`src/rtl/traffic_pkg.sv`:
```
// -----------------------------------------------------------------------------
// traffic_pkg
// Shared encodings for the traffic lamp monitor: phase and direction codes,
// fault codes, lamp bit positions inside one 3-bit direction group, and a
// saturating increment for the duration counter.
// No ports (package).
// -----------------------------------------------------------------------------
package traffic_pkg;

  // Reported phase (value of the phase output)
  localparam logic [1:0] PH_ALL_RED = 2'd0;
  localparam logic [1:0] PH_GREEN   = 2'd1;
  localparam logic [1:0] PH_YELLOW  = 2'd2;
  localparam logic [1:0] PH_RESYNC  = 2'd3;

  // Direction encoding; also the group index inside lamp_in
  localparam logic [1:0] DIR_N = 2'd0;
  localparam logic [1:0] DIR_E = 2'd1;
  localparam logic [1:0] DIR_S = 2'd2;
  localparam logic [1:0] DIR_W = 2'd3;

  // Fault codes; a lower number has higher priority
  localparam logic [2:0] FC_NONE         = 3'd0;
  localparam logic [2:0] FC_LAMP_ILLEGAL = 3'd1;
  localparam logic [2:0] FC_CONFLICT     = 3'd2;
  localparam logic [2:0] FC_BAD_SEQUENCE = 3'd3;
  localparam logic [2:0] FC_YELLOW_SHORT = 3'd4;
  localparam logic [2:0] FC_YELLOW_LONG  = 3'd5;
  localparam logic [2:0] FC_GREEN_SHORT  = 3'd6;

  // Lamp bit positions within one direction group
  localparam int LAMP_GROUP_W   = 3;
  localparam int LAMP_GREEN_BIT = 0;
  localparam int LAMP_YELLOW_BIT = 1;
  localparam int LAMP_RED_BIT   = 2;
  localparam int NUM_DIRS       = 4;

  localparam logic [2:0] LAMP_GREEN  = 3'(1 << LAMP_GREEN_BIT);
  localparam logic [2:0] LAMP_YELLOW = 3'(1 << LAMP_YELLOW_BIT);
  localparam logic [2:0] LAMP_RED    = 3'(1 << LAMP_RED_BIT);

  localparam int DUR_W = 8;

  // Duration counter increment that sticks at all-ones
  function automatic logic [DUR_W-1:0] dur_sat_inc(input logic [DUR_W-1:0] v);
    return (&v) ? v : v + DUR_W'(1);
  endfunction

endpackage

```
`src/rtl/traffic_dir_decode.sv`:
```
// -----------------------------------------------------------------------------
// traffic_dir_decode
// Combinational decode of one direction's {red,yellow,green} lamp group.
// A group is legal only when exactly one lamp is lit.
// Ports:
//   lamp      in  [2:0]  lamp group, bit2=red, bit1=yellow, bit0=green
//   is_red    out        only the red lamp is lit
//   is_yellow out        only the yellow lamp is lit
//   is_green  out        only the green lamp is lit
//   illegal   out        zero or more than one lamp lit
// -----------------------------------------------------------------------------
module traffic_dir_decode
  import traffic_pkg::*;
(
  input  logic [2:0] lamp,
  output logic       is_red,
  output logic       is_yellow,
  output logic       is_green,
  output logic       illegal
);

  assign is_red    = (lamp == LAMP_RED);
  assign is_yellow = (lamp == LAMP_YELLOW);
  assign is_green  = (lamp == LAMP_GREEN);
  assign illegal   = !(is_red || is_yellow || is_green);

endmodule

```
`src/rtl/traffic_lamp_monitor.sv`:
```
// -----------------------------------------------------------------------------
// traffic_lamp_monitor
// Watches the four lamp groups of an intersection every clock, tracks the
// green -> yellow -> all-red phase sequence and latches the first fault seen.
// After a fault it sits in RESYNC until an all-red sample is observed.
//
// Optional feature (macro TRAFFIC_MON_TIMING_EN): duration counter with
// GREEN_SHORT, YELLOW_SHORT and YELLOW_LONG checks. Without the macro the
// MIN_/MAX_ parameters have no effect.
//
// Ports:
//   clk          in        rising-edge clock
//   reset        in        asynchronous active-high reset
//   lamp_in      in  [11:0] {W,S,E,N} lamp groups, each {red,yellow,green}
//   fault_clr    in        clears the latched fault on the next edge
//   phase        out [1:0] ALL_RED / GREEN / YELLOW / RESYNC
//   active_dir   out [1:0] direction owning the phase (0 when not active)
//   active_valid out       phase is GREEN or YELLOW
//   fault        out       sticky fault flag
//   fault_code   out [2:0] code of the first latched fault
//   phase_count  out [15:0] completed legal phases, wrapping
// -----------------------------------------------------------------------------
module traffic_lamp_monitor
  import traffic_pkg::*;
#(
  parameter int MIN_GREEN  = 4,
  parameter int MIN_YELLOW = 2,
  parameter int MAX_YELLOW = 6
) (
  input  logic        clk,
  input  logic        reset,
  input  logic [11:0] lamp_in,
  input  logic        fault_clr,
  output logic [1:0]  phase,
  output logic [1:0]  active_dir,
  output logic        active_valid,
  output logic        fault,
  output logic [2:0]  fault_code,
  output logic [15:0] phase_count
);

  logic [NUM_DIRS-1:0] red, yellow, green, illegal;

  for (genvar i = 0; i < NUM_DIRS; i++) begin : g_dec
    traffic_dir_decode u_dec (
      .lamp      (lamp_in[i*LAMP_GROUP_W +: LAMP_GROUP_W]),
      .is_red    (red[i]),
      .is_yellow (yellow[i]),
      .is_green  (green[i]),
      .illegal   (illegal[i])
    );
  end

  // Sample classification
  logic [NUM_DIRS-1:0] non_red;
  logic                any_illegal, multi_non_red, all_red;
  logic [1:0]          sample_dir;
  logic                sample_green, sample_yellow, same_dir;

  assign non_red       = ~red;
  assign any_illegal   = |illegal;
  // Clearing the lowest set bit leaves something only if two or more were set
  assign multi_non_red = |(non_red & (non_red - 4'd1));
  assign all_red       = (non_red == '0);

  always_comb begin
    sample_dir = DIR_N;
    for (int i = NUM_DIRS - 1; i >= 0; i--) begin
      if (non_red[i]) sample_dir = 2'(i);
    end
  end

  assign sample_green  = !all_red && green[sample_dir];
  assign sample_yellow = !all_red && yellow[sample_dir];
  assign same_dir      = (sample_dir == active_dir);

`ifdef TRAFFIC_MON_TIMING_EN
  localparam logic [DUR_W-1:0] MIN_GREEN_C  = DUR_W'(MIN_GREEN);
  localparam logic [DUR_W-1:0] MIN_YELLOW_C = DUR_W'(MIN_YELLOW);
  localparam logic [DUR_W-1:0] MAX_YELLOW_C = DUR_W'(MAX_YELLOW);
  logic [DUR_W-1:0] dur_q, dur_nx;
`else
  logic unused_timing_cfg;
  assign unused_timing_cfg = (MIN_GREEN + MIN_YELLOW + MAX_YELLOW) != 0;
`endif

  logic [2:0] det_code;
  logic [1:0] phase_nx, dir_nx;
  logic       count_inc;

  // NOTE: every output of this block gets a default first, so no path can
  // leave a value unassigned and infer a latch.
  always_comb begin
    det_code  = FC_NONE;
    phase_nx  = phase;
    dir_nx    = active_dir;
    count_inc = 1'b0;
`ifdef TRAFFIC_MON_TIMING_EN
    dur_nx    = dur_q;
`endif
    if (any_illegal) begin
      det_code = FC_LAMP_ILLEGAL;
    end else if (phase == PH_RESYNC) begin
      // Only the lamp check runs here; wait for an all-red sample
      if (all_red) phase_nx = PH_ALL_RED;
    end else if (multi_non_red) begin
      det_code = FC_CONFLICT;
    end else begin
      case (phase)
        PH_ALL_RED: begin
          if (sample_green) begin
            phase_nx = PH_GREEN;
            dir_nx   = sample_dir;
`ifdef TRAFFIC_MON_TIMING_EN
            dur_nx   = DUR_W'(1);
`endif
          end else if (!all_red) begin
            det_code = FC_BAD_SEQUENCE;
          end
        end
        PH_GREEN: begin
          if (sample_green && same_dir) begin
`ifdef TRAFFIC_MON_TIMING_EN
            dur_nx = dur_sat_inc(dur_q);
`endif
          end else if (sample_yellow && same_dir) begin
            phase_nx = PH_YELLOW;
`ifdef TRAFFIC_MON_TIMING_EN
            if (dur_q < MIN_GREEN_C) det_code = FC_GREEN_SHORT;
            dur_nx = DUR_W'(1);
`endif
          end else begin
            det_code = FC_BAD_SEQUENCE;
          end
        end
        PH_YELLOW: begin
          if (all_red) begin
            phase_nx  = PH_ALL_RED;
            count_inc = 1'b1;
`ifdef TRAFFIC_MON_TIMING_EN
            if (dur_q < MIN_YELLOW_C) det_code = FC_YELLOW_SHORT;
`endif
          end else if (sample_yellow && same_dir) begin
`ifdef TRAFFIC_MON_TIMING_EN
            dur_nx = dur_sat_inc(dur_q);
            if (dur_nx > MAX_YELLOW_C) det_code = FC_YELLOW_LONG;
`endif
          end else begin
            det_code = FC_BAD_SEQUENCE;
          end
        end
        default: ;
      endcase
    end

    if (det_code != FC_NONE) begin
      phase_nx  = PH_RESYNC;
      count_inc = 1'b0;
    end
    if (phase_nx != PH_GREEN && phase_nx != PH_YELLOW) begin
      dir_nx = DIR_N;
`ifdef TRAFFIC_MON_TIMING_EN
      dur_nx = '0;
`endif
    end
  end

  // NOTE: state registers use non-blocking assignments so every register
  // samples the pre-edge values, independent of statement order.
  always_ff @(posedge clk or posedge reset) begin
    if (reset) begin
      phase       <= PH_ALL_RED;
      active_dir  <= DIR_N;
      fault       <= 1'b0;
      fault_code  <= FC_NONE;
      phase_count <= '0;
    end else begin
      phase      <= phase_nx;
      active_dir <= dir_nx;
      if (count_inc) phase_count <= phase_count + 16'd1;
      // A new fault wins over a clear on the same edge
      if (det_code != FC_NONE && (!fault || fault_clr)) begin
        fault      <= 1'b1;
        fault_code <= det_code;
      end else if (fault_clr) begin
        fault      <= 1'b0;
        fault_code <= FC_NONE;
      end
    end
  end

`ifdef TRAFFIC_MON_TIMING_EN
  always_ff @(posedge clk or posedge reset) begin
    if (reset) dur_q <= '0;
    else       dur_q <= dur_nx;
  end
`endif

  assign active_valid = (phase == PH_GREEN) || (phase == PH_YELLOW);

endmodule

```
`config.mk`:
```
export PLATFORM = sky130hd
export DESIGN_NAME = traffic_lamp_monitor
export DESIGN_NICKNAME = d
export VERILOG_FILES = /design/src/rtl/traffic_pkg.sv /design/src/rtl/traffic_dir_decode.sv /design/src/rtl/traffic_lamp_monitor.sv
export SDC_FILE = /design/constraint.sdc
export NUM_CORES = 1
export LEC_CHECK = 0
export ABC_AREA = 0
export CELL_PAD_IN_SITES_DETAIL_PLACEMENT = 2
export CELL_PAD_IN_SITES_GLOBAL_PLACEMENT = 2
export CORE_MARGIN = 2
export CORE_UTILIZATION = 32
export DETAILED_ROUTE_END_ITERATION = 7
export PLACE_DENSITY_LB_ADDON = 0.1
export SETUP_SLACK_MARGIN = 0.15
export SYNTH_ARGS = -nofsm -noshare
export SYNTH_HDL_FRONTEND = slang
export SYNTH_SLANG_ARGS = --single-unit
```
`constraint.sdc`:
```
create_clock -name clk -period 6.3 [get_ports clk]
set_input_delay 1.26 -clock clk [delete_from_list [all_inputs] [get_ports clk]]
set_output_delay 1.26 -clock clk [all_outputs]
set_load 0.005 [all_outputs]
```
Yosys cells after proc, flatten, opt, wreduce, memory -nomap -nowiden

Cells that the tools add are included.

Bits in registers: 24
Latch bits: 0
Memory bits (writable): 0
ROM bits: 0
Bits of input ports: 15
Output and inout port bits: 25
Logic and storage cells: 104
Memories kept: 0

Add/subtract/negate cells: 2
Multiply operators: 0
Divide/modulo/power cells: 0
$lt $le $gt $ge: 1
Equality and inequality tests: 21
Shifts and indexed selects: 0
Muxes and demuxes: 42
Bitwise operators: 2
Reductions and logical operators: 31

Operator list:

| operator              | count |
|---|---|
| $mux 2                | 22 |
| $mux 3                | 6 |
| $add 16x1->16 const B | 1 |
| $eq 3x1->1 const B    | 4 |
| $eq 3x2->1 const B    | 4 |
| $eq 3x3->1 const B    | 4 |
| $logic_or 1x1->1      | 10 |
| $mux 1                | 10 |
| $pmux 3 s3            | 1 |
| $ne 2x1->1 const B    | 4 |
| $reduce_or 4->1       | 2 |
| $logic_and 1x1->1     | 6 |
| $logic_not 1->1       | 6 |
| $pmux 2 s3            | 1 |
| $reduce_bool 2->1     | 3 |
| $reduce_and 5->1      | 1 |
| $and 4x4->4           | 1 |
| $bmux 1 s2            | 2 |
| $eq 2x2->1 const B    | 2 |
| $logic_not 4->1       | 1 |
| $not 4->4             | 1 |
| $sub 4x1->4 const B   | 1 |
| $lt 2x3->1 const B    | 1 |
| $reduce_bool 3->1     | 1 |
| other kinds (4)       | 4 |

Longest topological paths before layout

Gate-level depths: netlist of run 1.

Depth after elaboration: 22
Mapped depth: 10
Depth with buffers taken out: 8

Cells and area by module

Synthesis of run 1 repeated with hierarchy kept, for this count alone.

Cells, all modules: 185
Area total of the unflattened synthesis: 1715.4 µm²

Modules (own cells, without submodules):

| module               | times used | cells each | area an instance (µm²) | sequential area each (µm²) |
|---|---|---|---|---|
| traffic_lamp_monitor | 1          | 161        | 1550.2                 | 575.6 |
| traffic_dir_decode   | 4          | 6          | 41.3                   | 0.0 |

Worst setup path before layout of run 1

Ideal clock, no wire load.

Kind: input port to flip-flop
Start: in lamp_in[6]
End: reg active_dir[1]
Setup time: 101 ps
Arrival time: 3370 ps
Data required time: 6199 ps
Slack: 2829 ps
Cell stages on the path: 9
Buffers on the path: 1
Cell sequence: clkdlybuf4s25_2 -> o21a_1 -> nor4b_1 -> nand4b_1 -> nor3b_2 -> nand2_1 -> a221o_1 -> xnor2_1 -> nor4_1

Longest elaborated chain between the ends: 21
Elaborated cells on any way between the ends: 59
Those cells by class: add/sub (1); eq/ne (9); mux (31); bitwise (2); reduce/logical (16)

Ends and longest elaborated chain:

| what                                                                    | line                                                     | source |
|---|---|---|
| start: declaration                                                      | traffic_lamp_monitor.sv:32                               | `input logic [11:0] lamp_in,` |
| $eq 3x3->1                                                              | traffic_dir_decode.sv:22                                 | `assign is_red = (lamp == LAMP_RED);` |
| $not 4->4                                                               | traffic_lamp_monitor.sv:60                               | `assign non_red = ~red;` |
| $mux 2 (3 in series)                                                    | traffic_lamp_monitor.sv:69                               | `if (non_red[i]) sample_dir = 2'(i);` |
| $bmux 1 s2                                                              | traffic_lamp_monitor.sv:74                               | `assign sample_yellow = !all_red && yellow[sample_dir];` |
| $mux 1 (not written as such)                                            | traffic_lamp_monitor.sv:74                               |  |
| $logic_and 1x1->1                                                       | traffic_lamp_monitor.sv:74                               |  |
| $logic_and 1x1->1                                                       | traffic_lamp_monitor.sv:126, traffic_lamp_monitor.sv:143 |  |
| $mux 2                                                                  | traffic_lamp_monitor.sv:126, traffic_lamp_monitor.sv:143 |  |
| [3 not listed]                                                          | -                                                        |  |
| $mux 3                                                                  | traffic_lamp_monitor.sv:103                              | `end else if (phase == PH_RESYNC) begin` |
| $mux 3                                                                  | traffic_lamp_monitor.sv:101                              | `if (any_illegal) begin` |
| $reduce_bool 3->1                                                       | traffic_lamp_monitor.sv:156                              | `if (det_code != FC_NONE) begin` |
| $mux 2                                                                  | traffic_lamp_monitor.sv:156                              |  |
| $ne 2x1->1 / $ne 2x2->1 (equally long branches)                         | traffic_lamp_monitor.sv:160                              | `if (phase_nx != PH_GREEN && phase_nx != PH_YELLOW) begin` |
| $logic_and 1x1->1                                                       | traffic_lamp_monitor.sv:160                              |  |
| $ne 2x1->1 (no source line) / $reduce_bool 2->1 (equally long branches) | -                                                        |  |
| $reduce_and 5->1 (no source line)                                       | -                                                        |  |
| end signal: assignment                                                  | traffic_lamp_monitor.sv:179                              | `active_dir <= dir_nx;` |
| end: declaration                                                        | traffic_lamp_monitor.sv:35                               | `output logic [1:0] active_dir,` |

Parallel ways exist; a longest one is shown, timed or not. The select of a mux whose other input is x is not followed.
A chain may end at the register's enable or synchronous reset.

Worst setup path in the final report of run 1

Start: in lamp_in[5]
End: reg phase_count[1]

Longest elaborated chain between the ends: 16
Elaborated cells on any way between the ends: 40
Those cells by class: add/sub (1); eq/ne (4); mux (21); bitwise (2); reduce/logical (12)

Ends and longest elaborated chain:

| what                                    | line                                                     | source |
|---|---|---|
| $eq 3x3->1                              | traffic_dir_decode.sv:22                                 |  |
| $not 4->4                               | traffic_lamp_monitor.sv:60                               |  |
| $mux 2 (2 in series)                    | traffic_lamp_monitor.sv:69                               |  |
| $bmux 1 s2                              | traffic_lamp_monitor.sv:74                               |  |
| $mux 1 (not written as such)            | traffic_lamp_monitor.sv:74                               |  |
| $logic_and 1x1->1                       | traffic_lamp_monitor.sv:74                               |  |
| $logic_and 1x1->1                       | traffic_lamp_monitor.sv:126, traffic_lamp_monitor.sv:143 |  |
| $mux 2                                  | traffic_lamp_monitor.sv:126, traffic_lamp_monitor.sv:143 |  |
| $mux 3 / $mux 2 (equally long branches) | traffic_lamp_monitor.sv:137, traffic_lamp_monitor.sv:122 |  |
| $pmux 3 s3                              | traffic_lamp_monitor.sv:109                              | `case (phase)` |
| $mux 3                                  | traffic_lamp_monitor.sv:106                              | `end else if (multi_non_red) begin` |
| $mux 3                                  | traffic_lamp_monitor.sv:103                              |  |
| $mux 3                                  | traffic_lamp_monitor.sv:101                              |  |
| $reduce_bool 3->1                       | traffic_lamp_monitor.sv:156                              |  |
| $mux 1 *                                | traffic_lamp_monitor.sv:156                              |  |
| end signal: assignment                  | traffic_lamp_monitor.sv:180                              | `if (count_inc) phase_count <= phase_count + 16'd1;` |
| end: declaration                        | traffic_lamp_monitor.sv:39                               | `output logic [15:0] phase_count` |

Every way passes the cells marked *; elsewhere a longest branch is shown, timed or not. The select of a mux whose other input is x is not followed.

==> results of run 1 <==
-- path summary, 6_finish.rpt --
kind	to	slack, ps	cells past startpoint
max	phase_count[1]	2200	8
min	phase_count[15]	490	1
max reg2reg	phase_count[1]	3760	7
min reg2reg	phase_count[15]	490	1
max in group asynchronous	phase_count[9]	4250	2
min in group asynchronous	phase_count[1]	1490	2
-- power by group through the flow --
stage	registers (mW)	clock network, mW	logic, mW
final	0.148	0.0907	0.0358
after global placement	0.151	0	0.0345
after detailed placement	0.151	0	0.0360
after CTS	0.148	0.0940	0.0362
after global routing	0.148	0.101	0.0400
after floorplan	0.151	0	0.0184
-- kinds of logic (layout without fill, tap and decap cells) --
logic type | Yosys count | in the layout | share of synthesized area
XOR/XNOR | 18 | 18 | 0.0970
AO/OA/AOI/OAI | 37 | 37 | 0.162
buffers and inverters | 12 | 50 | 0.0393
other | 1 | 1 | 0.00231
adder cells (fa/ha/maj) | 5 | 5 | 0.0385
multiplexers | 1 | 1 | 0.00693
AND/OR/NAND/NOR | 78 | 78 | 0.299
flip-flops | 23 | 23 | 0.354
-- final cells by class --
class | count | area [sq um]
Clock buffer | 3 | 41.3
Clock inverter | 1 | 5.00
Fill cell | 561 | 2720
Inverter | 8 | 30.0
Multi-Input combinational cell | 140 | 986
Sequential cell | 23 | 576
Tap cell | 67 | 83.8
Timing Repair Buffer | 38 | 380
-- worst max-delay path: stages --
cell             delay (ps)
clkdlybuf4s50_1         560
or3b_2                  520
a211oi_2                310
a21oi_1                 120
o32a_1                  350
a211oi_2                340
and4b_4                 430
mux2_2                  360
-- layer usage --
metal / vias up / wire, um / global-route usage
met4: 0 / 10 / 0.0234
met3: 2 / 214 / 0.0348
li1: 723 / - / -
met2: 32 / 2470 / 0.325
met1: 764 / 2140 / 0.234
met5: - / 0 / 0
-- layout by cell type (no fill, tap or decap), types with 5 or more instances in the layout --
cell type,n
xnor2_1,17
nor2_1,11
dfrtp_1,23
and3_1,8
a21oi_1,9
clkdlybuf4s50_1,38
nand3_1,5
ha_1,5
nand2_1,15
nand4_1,8
inv_1,8
-- sequential cells by signal, indices dropped and copies added, names as in the netlist --
| register | flops |
|---|---|
| active_dir | 2 |
| fault_code | 2 |
| phase_count | 16 |
| fault | 1 |
| phase | 2 |
-- stage by stage --
step                      setup WS, ps  power [mW]
after floorplan                   2830       0.169
after global placement            2010       0.185
after detailed placement          1940       0.187
after CTS                         2210       0.278
after global routing              2090       0.289
final                             2200       0.274
==> flow_metrics.tcl, run 1 <==
set metrics [dict create \
    status "finished clean" \
    cp.arrival_ps 4250 \
    drtAntennaViolNets 0 \
    syn2layout_area_growth_pct 29.3 \
    synth_enable_flop_cells 0 \
    dpl_cell_area_sq_um 2060 \
    antenna_found_initial 0 \
    final_cell_area_sq_um 2100 \
    synthTopCellsByCount "23 x dfrtp_1, 17 x xnor2_1, 15 x nand2_1" \
    clk_path_buf_depth 2 \
    nets 234 \
    r2r-start "phase[0]" \
    fmax_mhz 244 \
    clkPwrFrac 0.331 \
    drc 0 \
    finalMaxSlewViolations 0 \
    cp_max_fo 12 \
    initial_core_util 0.337 \
    grt_use_total 0.182 \
    clock_sinks 23 \
    vias 1521 \
    yosysMostFrequentCell "dfrtp_1" \
    ir_drop_mv 0.142 \
    grt_overflow 0 \
    yosys_warnings 0 \
    yosysSeqAreaShare 0.354 \
    drive_gt1_frac 0.108 \
    p_comb_frac 0.131 \
    hold_slack_ps 485 \
    synth_top_area_share 0.354 \
    die-area_sq_um 5660 \
    firstDrtPassIters 4 \
    finalWorstPathRequiredPeriod_ps 4100 \
    finalSetupViolCount 0 \
    diodes 0 \
    syn-num-nets 195 \
    synthArstFlopShare 1.00 \
    synth_area_per_cell_sq_um 9.29 \
    min_path_type "register to register" \
    stdcell_count 280 \
    ys_ff_latch 23 \
    netSwitchingPower_mw 0.0666 \
    post_cts_resized 0 \
    start_kind "primary input" \
    netlist-cell-type-count 52 \
    internal_power_mw 0.208 \
    grt_start_max_net_pins 24 \
    grt_pass1_vias 1626 \
    vias_per_cell 5.43 \
    tightest_slew_ps 901 \
    wl_per_cell_um 17.3 \
    yosysTopAreaCell "dfrtp_1" \
    place_inst 276 \
    fin_util 0.436 \
    gp_congestion 0.789 \
    crit_type "primary input to register" \
    cts_tree "yes" \
    cp-startpoint "lamp_in[5]" \
    clkTransAtPathRegs_ps 80 \
    fin_skew_ps 3.56 \
    period_share 0.651 \
    numCtsBuffers 3 \
    hold_viol 0 \
    cts_max_level 1 \
    ys.flop_type "dfrtp_1" \
    crit_required_ps 6450 \
    io_pins 40 \
    ctsHoldBuffers 0 \
    tns_ps 0 \
    seq_power_share 0.539 \
    grt_pass1_wl_mm 7.93 \
    cp-end-kind "register" \
    cts-root-buf "clkbuf_8" \
    die_w_um 75.3 \
    syn-instance-count 175 \
    p_sw_frac 0.243 \
    cap_violations 0 \
    hold_path_startpoint "phase_count[15]" \
    coreArea_sq_um 4820 \
    row_count 25 \
    drt_wl_total_mm 4.83 \
    cts_setup_buffers 0 \
    clock_latency_ps 260 \
    dp_hpwl_mm 3.83 \
    synth.area.top_cells "dfrtp_1 35%, xnor2_1 9.2%, ha_1 3.8%" \
    power_density_nw_per_um2 131 \
    port_buffers 38 \
    p_leak_nw 0.831 \
    syn_area_sq_um 1630 \
    die_h_um 75.3 \
    relSlewSlack 0.399 \
    rsz0062_at_grt "no" \
    drtIter0Drc 50 \
]
Note: power is estimated with default switching activity, not from simulation.
==> inputs of run 2 (changes only) <==
--- a/config.mk
+++ b/config.mk
@@ -9,7 +9,7 @@
 export CELL_PAD_IN_SITES_DETAIL_PLACEMENT = 2
 export CELL_PAD_IN_SITES_GLOBAL_PLACEMENT = 2
 export CORE_MARGIN = 2
-export CORE_UTILIZATION = 32
+export CORE_UTILIZATION = 27
 export DETAILED_ROUTE_END_ITERATION = 7
 export PLACE_DENSITY_LB_ADDON = 0.1
 export SETUP_SLACK_MARGIN = 0.15
==> constraint.sdc (replaced) <==
create_clock -name clk -period 3.4 [get_ports clk]
set_input_delay 0.68 -clock clk [delete_from_list [all_inputs] [get_ports clk]]
set_output_delay 0.68 -clock clk [all_outputs]
set_load 0.005 [all_outputs]
==> run 2 against run 1 <==
Net effect:
- flip-flop and latch count unchanged
- clock skew up 0.67 ps
- first-iteration DRC count down 24%
- count of clock-buffer cells in the layout unchanged
- combinational power up 120%
- register-to-register slack worse by 2700 ps
- critical path type unchanged
- wire length up 3.8%
- critical endpoint is now phase_count[8]
- global-route usage down 2.8 points
- worst hold slack worse by 1.1 ps
- total power up 91%
==> flow_metrics.tcl, run 2 (synthesis gave the netlist of run 1 again) <==
set metrics [dict create \
    status "finished clean" \
    crit_type "primary input to register" \
    period_share 0.905 \
    syn2layout_area_growth_pct 39.8 \
    final_common_cell "clkdlybuf4s50_1" \
    tns_ps 0 \
    die_w_um 81.6 \
    diodes 0 \
    cts_tree "yes" \
    grt_pass1_wl_mm 8.07 \
    seq_area_sq_um 576 \
    clkTransAtPathRegs_ps 80 \
    dpl_cell_area_sq_um 2190 \
    cp-startpoint "lamp_in[2]" \
    nets 251 \
    p_leak_nw 0.931 \
    final_cell_area_sq_um 2270 \
    rsz0062_at_grt "yes" \
    port_buffers 38 \
    grt_use_total 0.154 \
    place_inst 301 \
    holdPathEnd "phase_count[15]" \
    vias 1568 \
    vias_per_cell 5.14 \
    cts-root-buf "clkbuf_8" \
    hold_path_startpoint "phase_count[15]" \
    clock_sinks 23 \
    drc 0 \
    tightest_slew_ps 935 \
    finalSetupViolCount 0 \
    min_path_cells 1 \
    gp_congestion 0.836 \
    grt_start_max_net_pins 24 \
    dp_hpwl_mm 4.07 \
    grt_overflow 0 \
    die_h_um 81.6 \
    stdcell_count 305 \
    ir_drop_mv 0.159 \
    fin_util 0.386 \
    cts_setup_buffers 0 \
    drtAntennaViolNets 0 \
    cts_max_level 1 \
    clk_path_buf_depth 2 \
    initial_core_util 0.276 \
    relSlewSlack 0.376 \
    num-fill-cells 647 \
    grt_pass1_vias 1621 \
    r2r-start "phase[0]" \
    clock_latency_ps 260 \
    fmax_mhz 325 \
    worstReg2RegEnd "phase_count[8]" \
    reg2reg_depth 9 \
    largest_register "phase_count" \
    min_path_type "register to register" \
    cp_max_fo 5 \
    numCtsBuffers 3 \
    coreArea_sq_um 5890 \
    largest_register_ff_count 16 \
    antenna_found_initial 0 \
    fin_skew_ps 4.23 \
    cp-end-kind "register" \
    wl_per_cell_um 16.4 \
    finalMaxSlewViolations 0 \
    cap_violations 0 \
    hold_viol 0 \
    drive_gt1_frac 0.191 \
    io_pins 40 \
    mostFrequentLayoutCells "37 x clkdlybuf4s50_1, 23 x dfrtp_1, 17 x xnor2_1, 17 x buf_4, 15 x nand2_1" \
    rrSetupSlack_ps 1040 \
    start_kind "primary input" \
    cp.arrival_ps 3260 \
    drt_wl_total_mm 5.02 \
    die-area_sq_um 6660 \
    crit_required_ps 3580 \
    power_density_nw_per_um2 231 \
    row_count 28 \
    drtIter0Drc 38 \
    finalWorstPathRequiredPeriod_ps 3080 \
    multi_input_area_sq_um 1020 \
    firstDrtPassIters 4 \
]
[run 2: changes by cell type in the layout (fill, tap and decap cells not counted)]
cell,previous run,this run
a211oi_2,2,1
or3b_4,1,2
clkdlybuf4s50_1,38,37
nor4b_1,4,3
nor3b_2,1,3
a21oi_2,0,1
a21oi_1,9,8
nor4b_2,0,1
a211oi_4,0,1
or3b_2,3,2
dlymetal6s2s_1,0,1
buf_4,0,17
nor3b_1,4,2
[run 2: what timing repair did]
| item | CTS | global route |
|---|---|---|
| endpoints found under the setup margin | 0 | 4 |
| hold buffers | 0 | 0 |
| resized for setup | 0 | 7 |
[run 2: metrics by stage]
step / setup slack (ps) / power (mW) / hold WS, ps
6_report: 322 / 0.525 / 484
5_1_grt: 154 / 0.552 / 490
4_1_cts: 166 / 0.534 / 484
3_5_place_dp: -120 / 0.356 / 467
3_3_place_gp: 29.8 / 0.352 / 460
2_1_floorplan: 509 / 0.314 / 468
[run 2: cell type report]
type | count | area share
inverter | 8 | 0.0132
tap | 75 | 0.0413
multi-input combinational | 140 | 0.447
clock buffer | 3 | 0.0182
clock inverter | 1 | 0.00220
timing repair buffer | 55 | 0.225
sequential | 23 | 0.253
[run 2: per-layer routing]
layer / track usage / part of all wire / up-vias / routed length [um]
met3: 0.0220 / 0.028 / 2 / 138
met5: 0 / 0 / - / 0
met2: 0.267 / 0.50 / 27 / 2510
met4: 0.0250 / 0.0042 / 0 / 21
met1: 0.207 / 0.47 / 781 / 2340
li1: - / - / 758 / -
[run 2: how the worst max path moves through the flow]
| stage | endpoint | slack [ps] | cells after the start |
|---|---|---|---|
| global route | active_dir[1] | 150 | 9 |
| finish | phase_count[8] | 320 | 10 |
| global placement | phase_count[1] | 30 | 8 |
| detailed placement | active_dir[1] | -120 | 9 |
| floorplan | active_dir[1] | 510 | 9 |
| CTS | active_dir[1] | 170 | 9 |
[run 2: power by group]
group | leakage (nW) | switching [mW] | internal (mW)
combinational | 0.605 | 0.0408 | 0.0382
sequential | 0.301 | 0.000310 | 0.274
clock | 0.0255 | 0.0897 | 0.0817
total | 0.931 | 0.131 | 0.394
[run 2: worst max-delay path, stage by stage]
cell	delay [ps]
clkdlybuf4s50_1	480
or3b_4	420
a211oi_4	270
a21oi_1	100
o32a_1	350
a211oi_2	210
buf_4	160
and4_2	270
nand4_1	120
xnor2_1	210
==> inputs of run 3 (changes only) <==
--- a/config.mk
+++ b/config.mk
@@ -12,7 +12,6 @@
 export CORE_UTILIZATION = 27
 export DETAILED_ROUTE_END_ITERATION = 7
 export PLACE_DENSITY_LB_ADDON = 0.1
-export SETUP_SLACK_MARGIN = 0.15
 export SYNTH_ARGS = -nofsm -noshare
 export SYNTH_HDL_FRONTEND = slang
 export SYNTH_SLANG_ARGS = --single-unit
==> run 3 against run 2 <==
Net effect:
- worst setup slack lost 59 ps
- fmax is 1.9% lower
- utilization is 0.45 points lower
- critical path type unchanged
- largest power group unchanged
==> flow_metrics.tcl, run 3 (synthesis gave the netlist of run 1 again) <==
set metrics [dict create \
    status "finished clean" \
    largest_register_ff_count 16 \
    crit_type "primary input to register" \
    fin_skew_ps 4.69 \
    num-fill-cells 646 \
    die_h_um 81.6 \
    drtAntennaViolNets 0 \
    crit_path_frequent_cell "a211oi_2" \
    start_kind "primary input" \
    finalMaxSlewViolations 0 \
    final_common_cell "clkdlybuf4s50_1" \
    die-area_sq_um 6660 \
    cp.arrival_ps 3280 \
    grt_pass1_wl_mm 8.07 \
    clock_latency_ps 260 \
    seq_area_sq_um 576 \
    die_w_um 81.6 \
    cts-root-buf "clkbuf_8" \
    ir_drop_mv 0.158 \
    grt_overflow 0 \
    diodes 0 \
    relSlewSlack 0.376 \
    drt_wl_total_mm 4.98 \
    io_pins 40 \
    cap_violations 0 \
    gp_congestion 0.836 \
    rsz0062_at_grt "no" \
    cp-end-kind "register" \
    vias 1578 \
    grt_use_total 0.154 \
    wl_per_cell_um 16.3 \
    drive_gt1_frac 0.178 \
    multi_input_area_sq_um 992 \
    clock_sinks 23 \
    dp_hpwl_mm 4.07 \
    vias_per_cell 5.17 \
    row_count 28 \
    syn2layout_area_growth_pct 38.2 \
    fin_util 0.382 \
    port_buffers 38 \
    crit_path_top_delay_cell "clkdlybuf4s50_1" \
    cts_setup_buffers 0 \
    grt_pass1_vias 1621 \
    drc 0 \
    min_path_type "register to register" \
    cts_tree "yes" \
    drtIter0Drc 43 \
    fmax_mhz 319 \
    mostFrequentLayoutCells "38 x clkdlybuf4s50_1, 23 x dfrtp_1, 17 x xnor2_1, 17 x buf_4, 15 x nand2_1" \
    crit_chain "clkdlybuf4s50_1 -> or3b_2 -> a211oi_2 -> a21oi_1 -> o32a_1 -> a211oi_2 -> buf_4 -> and4_2 -> nand4_1 -> xnor2_1" \
    finalWorstPathRequiredPeriod_ps 3140 \
    numCtsBuffers 3 \
    place_inst 301 \
    hold_viol 0 \
    power_density_nw_per_um2 232 \
    firstDrtPassIters 4 \
    clkTransAtPathRegs_ps 80 \
    p_leak_nw 0.917 \
    tightest_slew_ps 935 \
    coreArea_sq_um 5890 \
    slowest_delay_ps 500 \
    antenna_found_initial 0 \
    stdcell_count 305 \
    largest_register "phase_count" \
    nets 251 \
    crit_required_ps 3540 \
    clk_path_buf_depth 2 \
    initial_core_util 0.276 \
    grt_start_max_net_pins 24 \
    period_share 0.923 \
    finalSetupViolCount 0 \
    cts_max_level 1 \
    cp_max_fo 4 \
]
## run 3: worst paths after layout
path / from / end / slack, ps / cells after the start
worst max-delay path: lamp_in[5] / phase_count[8] / 260 / 10
worst min-delay path: phase_count[15] / phase_count[15] / 480 / 1
worst max register to register: phase[0] / phase_count[8] / 1060 / 9
worst min register to register: phase_count[15] / phase_count[15] / 480 / 1
max in group asynchronous: reset / phase_count[7] / 1910 / 2
min in group asynchronous: reset / phase_count[0] / 920 / 2
## run 3: area by class of cell
cell class | count | area share
clock buffer | 3 | 0.0184
timing repair buffer | 55 | 0.226
clock inverter | 1 | 0.00223
inverter | 8 | 0.0134
multi-input combinational | 140 | 0.442
sequential | 23 | 0.256
tap | 75 | 0.0418
## run 3: through the flow
stage	hold WS [ps]	area, sq um	power (mW)	worst slack, ps	setup TNS [ps]
5_1_grt	490	2250	0.550	81.2	0
3_5_place_dp	467	2190	0.356	-120	-290
2_1_floorplan	468	1630	0.314	509	0
4_1_cts	484	2240	0.534	166	0
3_3_place_gp	460	2190	0.352	29.8	0
6_report	484	2250	0.522	263	0
## run 3: critical path, delay by kind of cell
family                 cells  cell delay (ps)
AO/OA/AOI/OAI              4              890
AND/OR/NAND/NOR            3              890
XOR/XNOR                   1              160
buffers and inverters      2              660
## run 3: power breakdown
part           internal, mW  total (mW)  switching (mW)
Sequential            0.274       0.274        0.000310
Clock                0.0817       0.171          0.0893
Combinational        0.0373      0.0766          0.0392
## run 3: layer usage
layer / track usage / wire (um) / up-vias
met5: 0 / 0 / -
met4: 0.0250 / 21 / 0
met3: 0.0220 / 147 / 2
met2: 0.267 / 2480 / 31
met1: 0.207 / 2340 / 788
li1: - / - / 757
## run 3: timing repair
item                       4_1_cts  5_1_grt
resized for setup                0        1
setup endpoints to repair        0        2
hold buffers                     0        0
